$ cat config.mk
export PLATFORM = sky130hd
export DESIGN_NAME = rv32i_instr_encoder_flat
export DESIGN_NICKNAME = d
export VERILOG_FILES = /design/src/rtl/rv32i_instr_encoder_if.sv /design/src/rtl/rv32i_instr_encoder.sv /design/src/flat_wrapper.sv
export SDC_FILE = /design/constraint.sdc
export NUM_CORES = 1
export LEC_CHECK = 0
export CAP_MARGIN = 10
export CORE_ASPECT_RATIO = 0.5
export CORE_MARGIN = 3
export CORE_UTILIZATION = 40
export CTS_BUF_LIST = sky130_fd_sc_hd__clkbuf_16
export DETAILED_ROUTE_END_ITERATION = 8
export DONT_BUFFER_PORTS = 1
export MAX_ROUTING_LAYER = met4
export SLEW_MARGIN = 20
export SYNTH_ARGS = -nofsm -noshare
export SYNTH_HDL_FRONTEND = slang
export SYNTH_SLANG_ARGS = --single-unit
$ cat constraint.sdc
create_clock -name CLK -period 4.4 [get_ports CLK]
set_input_delay 0.44 -clock CLK [delete_from_list [all_inputs] [get_ports CLK]]
set_output_delay 0.44 -clock CLK [all_outputs]
set_load 0.005 [all_outputs]
$ cat src/rtl/rv32i_instr_encoder_if.sv
// Field-bundle in / instruction-word out bus for the RV32I instruction encoder.
// master: producer of field bundles and consumer of instruction words.
// slave:  the encoder. fifo_count width follows FIFO_DEPTH.
interface rv32i_instr_encoder_if #(
  parameter int FIFO_DEPTH = 4,
  parameter int ERR_CNT_W  = 8
);
  localparam int CNT_W = $clog2(FIFO_DEPTH) + 1;

  logic                 flush;
  logic                 in_valid;
  logic                 in_ready;
  logic [6:0]           opcode;
  logic [2:0]           funct3;
  logic [6:0]           funct7;
  logic [4:0]           rd;
  logic [4:0]           rs1;
  logic [4:0]           rs2;
  logic [31:0]          imm;
  logic                 out_valid;
  logic                 out_ready;
  logic [31:0]          out_instr;
  logic                 err_pulse;
  logic [1:0]           err_cause;
  logic [ERR_CNT_W-1:0] err_count;
  logic [CNT_W-1:0]     fifo_count;

  modport master (
    output flush, in_valid, opcode, funct3, funct7, rd, rs1, rs2, imm, out_ready,
    input  in_ready, out_valid, out_instr, err_pulse, err_cause, err_count, fifo_count
  );

  modport slave (
    input  flush, in_valid, opcode, funct3, funct7, rd, rs1, rs2, imm, out_ready,
    output in_ready, out_valid, out_instr, err_pulse, err_cause, err_count, fifo_count
  );
endinterface

$ cat src/rtl/rv32i_instr_encoder.sv
// Purpose: packs RV32I fields into R/I/S/SB/U/UJ words, checks legality, counts errors.
// Latency: bundle accepted at edge N is visible on out_valid after edge N+1 (empty FIFO).
// Backpressure: in_ready drops when the stage holds a legal word and the FIFO is full.
// Ports: CLK, nRST (sync, active-low); bus (slave) carries flush, the in_valid/in_ready
// field bundle, out_valid/out_ready/out_instr and the err_*/fifo_count status.
// Optional: define RV32I_ENC_IMM_CHECK_EN to flag out-of-range immediates as cause 11.
module rv32i_instr_encoder #(
  parameter int FIFO_DEPTH = 4,
  parameter int ERR_CNT_W  = 8
) (
  input logic                  CLK,
  input logic                  nRST,
  rv32i_instr_encoder_if.slave bus
);
  localparam int AW    = $clog2(FIFO_DEPTH);
  localparam int CNT_W = AW + 1;

  localparam logic [6:0] OP_LUI    = 7'b0110111;
  localparam logic [6:0] OP_AUIPC  = 7'b0010111;
  localparam logic [6:0] OP_JAL    = 7'b1101111;
  localparam logic [6:0] OP_JALR   = 7'b1100111;
  localparam logic [6:0] OP_BRANCH = 7'b1100011;
  localparam logic [6:0] OP_LOAD   = 7'b0000011;
  localparam logic [6:0] OP_STORE  = 7'b0100011;
  localparam logic [6:0] OP_IMM    = 7'b0010011;
  localparam logic [6:0] OP_REG    = 7'b0110011;

  // ---------------- combinational encode + legality ----------------
  logic [31:0] enc_instr;
  logic [1:0]  base_cause;
  logic [1:0]  enc_cause;
  logic        is_shift;
  logic        imm_bad;

  // funct3 001 (SLLI) and 101 (SRLI/SRAI) take the shamt layout
  assign is_shift = (bus.opcode == OP_IMM) && (bus.funct3[1:0] == 2'b01);

  always_comb begin
    enc_instr  = '0;
    base_cause = 2'b00;
    case (bus.opcode)
      OP_LUI, OP_AUIPC:
        enc_instr = {bus.imm[31:12], bus.rd, bus.opcode};
      OP_JAL:
        enc_instr = {bus.imm[20], bus.imm[10:1], bus.imm[11], bus.imm[19:12], bus.rd, bus.opcode};
      OP_JALR, OP_LOAD: begin
        enc_instr = {bus.imm[11:0], bus.rs1, bus.funct3, bus.rd, bus.opcode};
        if (bus.opcode == OP_JALR && bus.funct3 != 3'b000) base_cause = 2'b10;
        if (bus.opcode == OP_LOAD &&
            (bus.funct3 == 3'b011 || bus.funct3[2:1] == 2'b11)) base_cause = 2'b10;
      end
      OP_IMM: begin
        if (is_shift) begin
          enc_instr = {bus.funct7, bus.imm[4:0], bus.rs1, bus.funct3, bus.rd, bus.opcode};
          if (bus.funct3[2] == 1'b0 && bus.funct7 != 7'b0000000) base_cause = 2'b10;
          if (bus.funct3[2] == 1'b1 && bus.funct7 != 7'b0000000 &&
              bus.funct7 != 7'b0100000) base_cause = 2'b10;
        end else begin
          enc_instr = {bus.imm[11:0], bus.rs1, bus.funct3, bus.rd, bus.opcode};
        end
      end
      OP_STORE: begin
        enc_instr = {bus.imm[11:5], bus.rs2, bus.rs1, bus.funct3, bus.imm[4:0], bus.opcode};
        if (bus.funct3 > 3'b010) base_cause = 2'b10;
      end
      OP_BRANCH: begin
        enc_instr = {bus.imm[12], bus.imm[10:5], bus.rs2, bus.rs1, bus.funct3,
                     bus.imm[4:1], bus.imm[11], bus.opcode};
        if (bus.funct3 == 3'b010 || bus.funct3 == 3'b011) base_cause = 2'b10;
      end
      OP_REG: begin
        enc_instr = {bus.funct7, bus.rs2, bus.rs1, bus.funct3, bus.rd, bus.opcode};
        // 0100000 selects SUB / SRA only
        if (bus.funct7 != 7'b0000000 &&
            !(bus.funct7 == 7'b0100000 && (bus.funct3 == 3'b000 || bus.funct3 == 3'b101)))
          base_cause = 2'b10;
      end
      default: base_cause = 2'b01;
    endcase
  end

`ifdef RV32I_ENC_IMM_CHECK_EN
  // A signed range of 2^k values fits when all bits from k-1 upward are sign copies.
  always_comb begin
    imm_bad = 1'b0;
    case (bus.opcode)
      OP_LUI, OP_AUIPC: imm_bad = |bus.imm[11:0];
      OP_JAL:           imm_bad = bus.imm[0] | ~(&bus.imm[31:20] | ~|bus.imm[31:20]);
      OP_BRANCH:        imm_bad = bus.imm[0] | ~(&bus.imm[31:12] | ~|bus.imm[31:12]);
      OP_JALR, OP_LOAD, OP_STORE:
                        imm_bad = ~(&bus.imm[31:11] | ~|bus.imm[31:11]);
      OP_IMM:           imm_bad = is_shift ? |bus.imm[31:5]
                                           : ~(&bus.imm[31:11] | ~|bus.imm[31:11]);
      default:          imm_bad = 1'b0;
    endcase
  end
`else
  assign imm_bad = 1'b0;
`endif

  // opcode and funct errors take precedence over a range error
  assign enc_cause = (base_cause == 2'b00 && imm_bad) ? 2'b11 : base_cause;

  // ---------------- stage register + output FIFO ----------------
  logic             stg_vld;
  logic [31:0]      stg_instr;
  logic [1:0]       stg_cause;
  logic             stg_legal;
  logic [31:0]      mem [FIFO_DEPTH];
  logic [AW-1:0]    wr_ptr;
  logic [AW-1:0]    rd_ptr;
  logic [CNT_W-1:0] cnt;
  logic             live;
  logic             pop;
  logic             space;
  logic             push;
  logic             retire;
  logic             err_ret;
  logic             accept;
  logic [1:0]       err_cause_q;
  logic [ERR_CNT_W-1:0] err_count_q;

  assign stg_legal = (stg_cause == 2'b00);
  assign live      = nRST & ~bus.flush;
  assign pop       = live & bus.out_valid & bus.out_ready;
  // a same-cycle pop frees a slot even when the FIFO is full
  assign space     = (cnt < CNT_W'(FIFO_DEPTH)) | pop;
  assign push      = live & stg_vld & stg_legal & space;
  assign err_ret   = live & stg_vld & ~stg_legal;
  assign retire    = stg_vld & (~stg_legal | space);
  assign accept    = bus.in_valid & bus.in_ready;

  assign bus.in_ready   = ~bus.flush & (~stg_vld | retire);
  assign bus.out_valid  = (cnt != '0);
  assign bus.out_instr  = bus.out_valid ? mem[rd_ptr] : 32'h0;
  assign bus.err_pulse  = err_ret;
  assign bus.err_cause  = err_cause_q;
  assign bus.err_count  = err_count_q;
  assign bus.fifo_count = cnt;

  always_ff @(posedge CLK) begin
    if (push) mem[wr_ptr] <= stg_instr;
  end

  always_ff @(posedge CLK) begin
    if (!nRST) begin
      stg_vld     <= 1'b0;
      stg_instr   <= '0;
      stg_cause   <= 2'b00;
      wr_ptr      <= '0;
      rd_ptr      <= '0;
      cnt         <= '0;
      err_cause_q <= 2'b00;
      err_count_q <= '0;
    end else if (bus.flush) begin
      stg_vld <= 1'b0;
      wr_ptr  <= '0;
      rd_ptr  <= '0;
      cnt     <= '0;
    end else begin
      if (accept) begin
        stg_vld   <= 1'b1;
        stg_instr <= enc_instr;
        stg_cause <= enc_cause;
      end else if (retire) begin
        stg_vld <= 1'b0;
      end
      if (push) wr_ptr <= wr_ptr + AW'(1);
      if (pop)  rd_ptr <= rd_ptr + AW'(1);
      cnt <= cnt + CNT_W'(push) - CNT_W'(pop);
      if (err_ret) begin
        err_cause_q <= stg_cause;
        if (err_count_q != {ERR_CNT_W{1'b1}}) err_count_q <= err_count_q + ERR_CNT_W'(1);
      end
    end
  end
endmodule

$ cat src/flat_wrapper.sv
// flat-port wrapper written by rule: the top's interface ports become plain ports
module rv32i_instr_encoder_flat 
#(
  parameter int FIFO_DEPTH = 4,
  parameter int ERR_CNT_W  = 8
)
  (CLK, nRST, bus_flush, bus_in_valid, bus_opcode, bus_funct3, bus_funct7, bus_rd, bus_rs1, bus_rs2, bus_imm, bus_out_ready, bus_in_ready, bus_out_valid, bus_out_instr, bus_err_pulse, bus_err_cause, bus_err_count, bus_fifo_count);
  rv32i_instr_encoder_if #(.FIFO_DEPTH(FIFO_DEPTH), .ERR_CNT_W(ERR_CNT_W)) bus_i ();
  input logic CLK;
  input logic nRST;
  input wire logic [$bits(bus_i.flush)-1:0] bus_flush;
  input wire logic [$bits(bus_i.in_valid)-1:0] bus_in_valid;
  input wire logic [$bits(bus_i.opcode)-1:0] bus_opcode;
  input wire logic [$bits(bus_i.funct3)-1:0] bus_funct3;
  input wire logic [$bits(bus_i.funct7)-1:0] bus_funct7;
  input wire logic [$bits(bus_i.rd)-1:0] bus_rd;
  input wire logic [$bits(bus_i.rs1)-1:0] bus_rs1;
  input wire logic [$bits(bus_i.rs2)-1:0] bus_rs2;
  input wire logic [$bits(bus_i.imm)-1:0] bus_imm;
  input wire logic [$bits(bus_i.out_ready)-1:0] bus_out_ready;
  output wire logic [$bits(bus_i.in_ready)-1:0] bus_in_ready;
  output wire logic [$bits(bus_i.out_valid)-1:0] bus_out_valid;
  output wire logic [$bits(bus_i.out_instr)-1:0] bus_out_instr;
  output wire logic [$bits(bus_i.err_pulse)-1:0] bus_err_pulse;
  output wire logic [$bits(bus_i.err_cause)-1:0] bus_err_cause;
  output wire logic [$bits(bus_i.err_count)-1:0] bus_err_count;
  output wire logic [$bits(bus_i.fifo_count)-1:0] bus_fifo_count;
  assign bus_i.flush = bus_flush;
  assign bus_i.in_valid = bus_in_valid;
  assign bus_i.opcode = bus_opcode;
  assign bus_i.funct3 = bus_funct3;
  assign bus_i.funct7 = bus_funct7;
  assign bus_i.rd = bus_rd;
  assign bus_i.rs1 = bus_rs1;
  assign bus_i.rs2 = bus_rs2;
  assign bus_i.imm = bus_imm;
  assign bus_i.out_ready = bus_out_ready;
  assign bus_in_ready = bus_i.in_ready;
  assign bus_out_valid = bus_i.out_valid;
  assign bus_out_instr = bus_i.out_instr;
  assign bus_err_pulse = bus_i.err_pulse;
  assign bus_err_cause = bus_i.err_cause;
  assign bus_err_count = bus_i.err_count;
  assign bus_fifo_count = bus_i.fifo_count;
  rv32i_instr_encoder #(.FIFO_DEPTH(FIFO_DEPTH), .ERR_CNT_W(ERR_CNT_W)) u_core (.CLK(CLK), .nRST(nRST), .bus(bus_i));
endmodule
==> run_results.csv, run 1 <==
group,metric,value,unit
global_route,grtUsageMet1,23.2,%
clock_network,post_cts_buffers,0,
timing,tns,0,ns
timing,setup_violations,0,
critical_path,regToRegSetupSlack,1.71,ns
pwr,power_density,401,nW/µm²
floorplanning,pin_count,117,
yosys,synth.yosys.seq_area_share,64.3,%
drt,wl_per_cell,21.8,µm
timing,fmax,348,MHz
floorplanning,dieArea,21000,µm²
drt,vias,4374,
global_route,grt_pass1_wl,26700,µm
timing,drv_slew,0,
final_layout,syn_to_final_growth,11.2,%
timing,worst_slew_pin_slew,0.845,ns
yosys,ys_warn_count,0,
yosys,synth_mux_area_share,10.1,%
floorplanning,num_rows,35,
clock_network,clock-sinks,182,
global_route,grt_pass1_vias,4319,
clock_network,cts.hold.buffers_added,0,
clock_network,clock_latency,0.42,ns
yosys,ys_top_cells_by_area,"edfxtp_1, dfxtp_1, mux4_2",
placement,portBuffers,0,
clock_network,cts_tree,"built",
yosys,synth_top_family_by_area,"simple AND/OR/NAND/NOR gates",
critical_path,required,3.96,ns
global_route,use_met2,26.3,%
clock_network,cts.clk_slew.worst_paths,0.07,ns
drt,drt_iter0_markers,389,
yosys,synth_cells,527,
yosys,synth_edf_count,128,
yosys,synth_xor_area_share,1.26,%
timing,hold_viol,0,
final_layout,nNetsFinal,604,
yosys,synth_compound_area_share,10.2,%
critical_path,critPathKind,"flop to output pin",
yosys,synth_most_common_cell,"edfxtp_1",
drt,viasPerCell,5.47,
global_route,grt_busiest_layer,"met2",
floorplanning,placeableCoreArea,18600,µm²
yosys,synthAdderAreaFrac,1.40,%
clock_network,cts_resized,0,
timing,rsz0062_at_grt,"false",
critical_path,cp_max_fo,21,
global_route,grt_max_degree,35,
global_route,antenna_found_initial,0,
yosys,synthDistinctLibCells,61,
global_route,grt_usage,17.3,%
yosys,synth_area_leader_cell,"edfxtp_1",
global_route,met3_usage,5.25,%
floorplanning,start_util,41.2,%
critical_path,critPathLaunchType,"flop",
clock_network,clk_path_buf_depth,2,
timing,fin_skew,0.0118,ns
yosys,ys_ff_latch,182,
yosys,synth.top_cell.area_share,50.2,%
yosys,yosys.area_share.simple,10.6,%
clock_network,cts_htree_levels,4,
clock_network,cts_root_buf,"clkbuf_16",
pwr,ir_worst_vdd,0.197,mV
drt,drtAntennaViolNets,0,
yosys,avgSynthCellArea,14.5,µm²
yosys,synth_area,7660,µm²
placement,dp.cells,767,
yosys,netlist_top_cells_count,"edfxtp_1, dfxtp_1, nor2b_1",
clock_network,cts_made_buffers,17,
floorplanning,die_x,202,µm
run_status,outcome,"finished clean",
drt,dr.pass1.iters,5,
floorplanning,dieHeight,104,µm
drt,drcViolationCount,0,
yosys,async_flop_share,0,%
critical_path,crit_arrival,2.43,ns
final_layout,drive_above_1_share,16.1,%
final_layout,design_area,8520,µm²
final_layout,stdcell_count,799,
placement,gp_congestion,0.810,
job,max-cap-violations,0,
timing,layout_min_cycle_time,2.87,ns
final_layout,fill_cells,1629,
critical_path,end_kind,"output pin",
timing,max_slew_margin,42.9,%
yosys,ys.flop_type,"edfxtp_1",
pwr,power_leakage,2.74,nW
timing,post-route-period-util,65.2,%
global_route,overflow,0,
placement,dp.final_hpwl,11700,µm
yosys,synth_fp_nets,604,
drt,drt_wl_total,17400,µm
final_layout,num_antenna_cells,0,
placement,dpl_cell_area,7920,µm²
min_path,hold_class,"input pin to flop",
-- cell families after synthesis --
kind of cell    after synthesis
buf+inv                      37
fa+ha+maj                     8
mux                          37
flops                       182
xor+xnor                     11
simple gates                148
compound gates              104
-- state kept, by name, indices dropped and copies added (netlist names), named ones only --
signal and count:
u_core.mem 128, u_core.stg_vld 1, u_core.wr_ptr 2, u_core.stg_cause 2
u_core.bus.err_count 8, u_core.rd_ptr 2, u_core.bus.fifo_count 3, u_core.bus.err_cause 2
u_core.stg_instr 32
-- worst max-delay path: stages, from the launching register on --
cell and delay (ns):
dfxtp_2 0.88, buf_4 0.40, mux4_2 0.54, nor2b_1 0.17
-- per-layer routing --
metal	up-vias	routed length (µm)	part of all wire, %
met5	-	0	0
met4	0	180	1.0
met3	14	1020	5.8
met2	111	8020	46
met1	2223	8200	47
li1	2026	-	-
-- path summary, 6_finish.rpt --
check,from,end,cells past startpoint
worst max register to register,u_core.bus.fifo_count[2]$_SDFF_PP0_,u_core.bus.fifo_count[2]$_SDFF_PP0_,11
worst min-delay path,bus_imm[6],u_core.stg_instr[26]$_SDFFE_PN0P_,1
worst max-delay path,flop,bus_out_instr[5],3
worst min register to register,u_core.bus.err_cause[0]$_SDFFE_PN0P_,u_core.bus.err_cause[0]$_SDFFE_PN0P_,2
-- per-stage QoR --
stage | utilization (%) | total power (W) | hold slack, ns | worst slack (ns)
after floorplan | - | 0.00195 | 0.453 | 2.03
after global placement | 42.6 | 0.00196 | 0.479 | 1.75
after detailed placement | 42.6 | 0.00196 | 0.491 | 1.68
after CTS | 45.8 | 0.00345 | 0.111 | 1.43
after global routing | 45.8 | 0.00353 | 0.114 | 1.32
final | 45.8 | 0.00342 | 0.127 | 1.53
-- cell usage in the layout, fill, tap and decap left out, types with 8 or more instances in the layout --
cell,n
dfxtp_1,53
inv_1,10
o21ai_0,30
buf_4,8
edfxtp_1,128
nor2b_1,36
nor2_1,34
a21oi_1,18
clkbuf_16,17
mux4_2,32
a221oi_1,18
nand2_1,26
nand3_1,14
-- power breakdown --
part	switching, W	internal (W)
registers	0.0000145	0.00183
logic	0.0000447	0.0000273
clock network	0.000728	0.000770
-- layout make-up --
cell class | count | area (µm²) | share of cell area (%)
sequential | 182 | 4930 | 57.8
multi-input combinational | 308 | 2570 | 30.2
clock buffer | 17 | 425 | 4.99
tap | 259 | 324 | 3.80
clock inverter | 15 | 174 | 2.04
timing repair buffer | 8 | 60.1 | 0.705
inverter | 10 | 37.5 | 0.440
Power figures use the tool's default switching activity.
==> run 2: changes to the inputs <==
clock period = 2.55 ns   (was 4.4 ns; I/O delays follow)
==> run 2 against run 1 <==
Effect of this change: die area stayed put; flip-flop and latch count unchanged; sequential power grew 72%; sequential share of layout area shrank 1.7 points; critical path depth up 7; utilization increased by 1.4 points; clock skew down 0.0017 ns; combinational power is 120% higher; total power grew 73%; count of clock-buffer cells in the layout unchanged; final area up 3.1%; register-to-register slack lost 1.5 ns; critical path type is now flop to flop.
==> run_results.csv, run 2 (synthesis results as in run 1) <==
group,metric,value,unit
placement,dp.final_hpwl,12100,µm
pwr,ir_worst_vdd,0.326,mV
placement,portBuffers,0,
floorplanning,pin_count,117,
final_layout,drive_above_1_share,17.0,%
run_status,outcome,"finished clean",
critical_path,critPathKind,"flop to flop",
final_layout,final_cell_mix,"edfxtp_1, dfxtp_1, nor2b_1",
final_layout,layout_commonest_cell,"edfxtp_1",
global_route,grt_usage,18.0,%
placement,dp.cells,775,
critical_path,end_kind,"flop",
timing,rsz0062_at_grt,"false",
critical_path,crit_arrival,2.66,ns
global_route,antenna_found_initial,0,
drt,drcViolationCount,0,
pwr,power_leakage,2.86,nW
final_layout,design_area,8780,µm²
critical_path,required,2.87,ns
clock_network,cts.clk_slew.worst_paths,0.08,ns
timing,fmax,429,MHz
drt,viasPerCell,5.55,
placement,dpl_cell_area,8010,µm²
timing,hold_viol,0,
timing,fin_skew,0.0101,ns
timing,layout_setup_ws,0.218,ns
clock_network,post_cts_buffers,0,
floorplanning,dieArea,21000,µm²
critical_path,critPathLaunchType,"flop",
clock_network,clock_latency,0.43,ns
final_layout,regMostFlops,"u_core.mem",
job,max-cap-violations,0,
drt,drt_wl_total,18200,µm
critical_path,cp_max_fo,7,
clock_network,cts_root_buf,"clkbuf_16",
timing,whs,0.0180,ns
min_path,hold_class,"input pin to flop",
floorplanning,start_util,41.2,%
final_layout,num_antenna_cells,0,
clock_network,clk_path_buf_depth,2,
timing,drv_slew,0,
clock_network,clock-sinks,182,
floorplanning,die_x,202,µm
timing,worst_slew_pin_slew,0.831,ns
global_route,overflow,0,
timing,layout_min_cycle_time,2.33,ns
final_layout,stdcell_count,824,
placement,gp_congestion,0.838,
final_layout,syn_to_final_growth,14.6,%
pwr,power_density,674,nW/µm²
clock_network,cts_made_buffers,17,
floorplanning,dieHeight,104,µm
final_layout,largest_reg_flops,128,
floorplanning,num_rows,35,
timing,tns,0,ns
drt,drt_iter0_markers,468,
placement,place_ws,0.265,ns
drt,wl_per_cell,22.0,µm
global_route,grt_pass1_wl,27700,µm
final_layout,nNetsFinal,629,
clock_network,cts_htree_levels,4,
drt,vias,4574,
drt,dr.pass1.iters,5,
floorplanning,placeableCoreArea,18600,µm²
timing,post-route-period-util,91.5,%
timing,max_slew_margin,44.4,%
global_route,grt_pass1_vias,4585,
timing,setup_violations,0,
clock_network,cts_tree,"built",
global_route,grt_max_degree,34,
drt,drtAntennaViolNets,0,
[run 2: changes by cell type in the layout (fill, tap and decap cells not counted), sizes merged]
cell / previous run / this run
buf: 8 / 16
dlygate4sd3: 0 / 17
[run 2: power breakdown]
group | total [W] | switching, W | internal (W) | leakage (nW)
sequential | 0.00319 | 0.0000236 | 0.00316 | 1.60
clock | 0.00257 | 0.00125 | 0.00133 | 0.293
combinational | 0.000159 | 0.0000909 | 0.0000677 | 0.972
[run 2: path summary, 6_finish.rpt]
| path | start | end | slack, ns | depth (start not counted) |
|---|---|---|---|---|
| hold / removal | bus_rs1[2] | u_core.stg_instr[17]$_SDFFE_PN0P_ | 0.02 | 2 |
| setup reg to reg | u_core.bus.fifo_count[2]$_SDFF_PP0_ | u_core.bus.fifo_count[2]$_SDFF_PP0_ | 0.22 | 10 |
| hold reg to reg | u_core.bus.err_cause[1]$_SDFFE_PN0P_ | u_core.bus.err_cause[1]$_SDFFE_PN0P_ | 0.49 | 2 |
| setup / recovery | u_core.bus.fifo_count[2]$_SDFF_PP0_ | u_core.bus.fifo_count[2]$_SDFF_PP0_ | 0.22 | 10 |
[run 2: per-layer routing]
metal  wire (µm)  up-vias  track usage [%]
li1            -     2089                -
met1        8410     2347             23.4
met2        8580      117             28.0
met3         884       21             4.97
met4         277        0             5.52
met5           0        -                -
[run 2: metrics by stage]
| stage | utilization [%] | total power [W] |
|---|---|---|
| floorplan | - | 0.00336 |
| finish | 47.2 | 0.00592 |
| CTS | 47.2 | 0.00596 |
| global placement | 43.0 | 0.00338 |
| detailed placement | 43.0 | 0.00338 |
| global route | 47.2 | 0.00611 |
[run 2: repair_timing]
action	4_1_cts	5_1_grt
setup endpoints to repair	0	2
hold buffers	17	0
resized for setup	0	1
hold endpoints to repair	30	0
[run 2: area by class of cell]
cell class	instances	area (µm²)
Multi-Input combinational cell	308	2580
Tap cell	259	324
Sequential cell	182	4930
Clock inverter	15	173
Inverter	10	37.5
Clock buffer	17	425
Timing Repair Buffer	33	315
Fill cell	1622	9830
[run 2: critical path, stage by stage (launching register included)]
cell and delay [ns]:
dfxtp_1 0.51, nor3_2 0.09, nor3b_1 0.34, ha_1 0.30, inv_1 0.05, ha_1 0.12, inv_1 0.05, fa_1 0.41
xor2_1 0.16, xnor2_1 0.14, nor2_1 0.05
==> run 3: changes to the inputs <==
MAX_ROUTING_LAYER = default   (was met4)
clock period = 1.9 ns   (was 2.55 ns; I/O delays follow)
==> run 3 against run 2 <==
Effect of this change: the run now ends with setup timing left; non-clock buffer count grew 58; critical endpoint is now bus_out_instr[5]; worst setup slack lost 0.31 ns; routed wire length grew 5.6%; clock power grew 44%; sequential power grew 34%; register-to-register slack lost 0.23 ns; count of clock-buffer cells in the layout is the same; critical path type is now flop to output pin; via count grew 5.0%.
==> run_results.csv, run 3 (synthesis results as in run 1) <==
group,metric,value,unit
critical_path,critPathKind,"flop to output pin",
job,max-cap-violations,0,
global_route,grt_max_degree,34,
placement,place_ws,-0.0510,ns
pwr,power.share.sequential,51.8,%
run_status,outcome,"finished with violations",
placement,dp.cells,800,
drt,vias,4804,
floorplanning,num_rows,35,
floorplanning,die_x,202,µm
run_status,violations,"setup timing",
drt,drtAntennaViolNets,0,
timing,layout_setup_ws,-0.0916,ns
clock_network,clk_path_buf_depth,2,
floorplanning,dieArea,21000,µm²
placement,gp_congestion,0.811,
placement,dp.final_hpwl,12500,µm
pwr,ir_worst_vdd,0.505,mV
final_layout,nNetsFinal,687,
timing,post-route-period-util,105,%
final_layout,drive_above_1_share,22.6,%
global_route,overflow,0,
floorplanning,pin_count,117,
global_route,grt_pass1_vias,5021,
final_layout,stdcell_count,882,
drt,wl_per_cell,21.7,µm
critical_path,cp_cell_sequence,"buf_12, mux4_2, nor2b_1, buf_4",
drt,dr.pass1.iters,5,
clock_network,clock_latency,0.43,ns
critical_path,crit_arrival,1.80,ns
critical_path,rr_endpoint,"u_core.bus.fifo_count[2]$_SDFF_PP0_",
clock_network,clock-sinks,182,
final_layout,design_area,9490,µm²
critical_path,required,1.71,ns
critical_path,cp_max_fo,10,
critical_path,rr_worst_depth,10,
final_layout,layout_commonest_cell,"edfxtp_1",
critical_path,critPathLaunchType,"flop",
drt,drt_wl_total,19200,µm
floorplanning,start_util,41.2,%
pwr,power_leakage,3.20,nW
final_layout,syn_to_final_growth,23.8,%
global_route,grt_usage,18.9,%
final_layout,regMostFlops,"u_core.mem",
final_layout,num_antenna_cells,0,
critical_path,rr_startpoint,"u_core.bus.fifo_count[0]$_SDFF_PP0_",
clock_network,cts.clk_slew.worst_paths,0.08,ns
global_route,grt_pass1_wl,30000,µm
min_path,hold_class,"input pin to flop",
critical_path,slowest_delay,0.52,ns
clock_network,cts_htree_levels,4,
global_route,antenna_found_initial,0,
pwr,p_int,0.00632,W
pwr,p_comb_share,3.3,%
clock_network,cts_tree,"built",
floorplanning,placeableCoreArea,18600,µm²
drt,drcViolationCount,0,
critical_path,critPathSlowestCell,"mux4_2",
pwr,power.switching,0.00193,W
placement,portBuffers,0,
pwr,swShare,23.3,%
timing,drv_slew,0,
floorplanning,dieHeight,104,µm
critical_path,end_kind,"output pin",
critical_path,regToRegSetupSlack,-0.01,ns
timing,hold_viol,0,
final_layout,final_cell_mix,"edfxtp_1, dfxtp_1, dlygate4sd3_1",
drt,viasPerCell,5.45,
timing,fin_skew,0.0171,ns
timing,layout_min_cycle_time,1.99,ns
timing,worst_slew_pin_slew,1.08,ns
critical_path,crit_end,"bus_out_instr[5]",
placement,dpl_cell_area,8290,µm²
drt,drt_iter0_markers,518,
pwr,clockPowerShare,44.9,%
clock_network,cts_root_buf,"clkbuf_16",
timing,max_slew_margin,27.6,%
timing,fmax,502,MHz
final_layout,fin_util,51.0,%
clock_network,cts_made_buffers,17,
timing,setup_violations,26,
final_layout,largest_reg_flops,128,
timing,rsz0062_at_grt,"true",
pwr,power_density,869,nW/µm²
[run 3: cell types whose count changed in the layout (fill, tap and decap cells not counted), moves of 3 or more]
cell | previous run | this run
dfxtp_1 | 53 | 50
dlygate4sd3_1 | 17 | 41
buf_12 | 2 | 9
buf_4 | 14 | 38
and2_1 | 7 | 3
and2_2 | 0 | 4
[run 3: power by group through the flow]
| stage | clock network, W | logic [W] | registers [W] |
|---|---|---|---|
| floorplan | 0 | 0.000158 | 0.00435 |
| global placement | 0 | 0.000187 | 0.00436 |
| detailed placement | 0 | 0.000189 | 0.00437 |
| CTS | 0.00374 | 0.000271 | 0.00427 |
| global route | 0.00397 | 0.000300 | 0.00428 |
| finish | 0.00370 | 0.000275 | 0.00427 |
[run 3: routing by layer]
metal	track usage (%)	vias to the layer above	wire length [µm]
met5	0	-	0
met4	5.72	0	355
met3	4.91	30	1090
met2	31.1	144	9270
met1	24.8	2432	8460
li1	-	2198	-
[run 3: how the worst min path moves through the flow]
stage / from / endpoint / slack, ns / depth (start not counted)
after floorplan: bus_imm[5] / u_core.stg_instr[25]$_SDFFE_PN0P_ / 0.30 / 1
after global placement: bus_imm[8] / u_core.stg_instr[28]$_SDFFE_PN0P_ / 0.30 / 1
after detailed placement: bus_imm[7] / u_core.stg_instr[27]$_SDFFE_PN0P_ / 0.30 / 1
after CTS: bus_imm[2] / u_core.stg_instr[22]$_SDFFE_PN0P_ / 0.002 / 2
after global routing: bus_imm[2] / u_core.stg_instr[22]$_SDFFE_PN0P_ / 0.01 / 2
final: bus_imm[2] / u_core.stg_instr[22]$_SDFFE_PN0P_ / 0.02 / 2
[run 3: through the flow]
step                      TNS [ns]  hold slack [ns]  total power (W)
after global routing         -2.89           0.0108          0.00855
after CTS                    -1.51          0.00180          0.00829
final                        -1.15           0.0154          0.00825
after detailed placement   -0.0510            0.304          0.00456
after floorplan             -0.100            0.300          0.00451
after global placement           0            0.303          0.00455
[run 3: repair_timing]
item	4_1_cts	5_1_grt
gates resized for setup	4	1
pin swaps	4	2
gates cloned	2	0
endpoints found under the setup margin	27	30
buffers inserted	4	3
hold endpoints to repair	35	0
hold buffers	41	0
[run 3: cell type report]
cell class              count  area (µm²)
clock inverters            15         220
inverters                  10        37.5
repair buffers             91         942
fillers                  1589        9120
well taps                 259         324
flip-flops and latches    182        4930
multi-input cells         308        2610
clock buffers              17         425
[run 3: critical path: cells and delay by family, from the launching register on]
family,cells,cell delay [ns]
buf+inv,2,0.31
flops,1,0.39
simple gates,1,0.15
mux,1,0.52
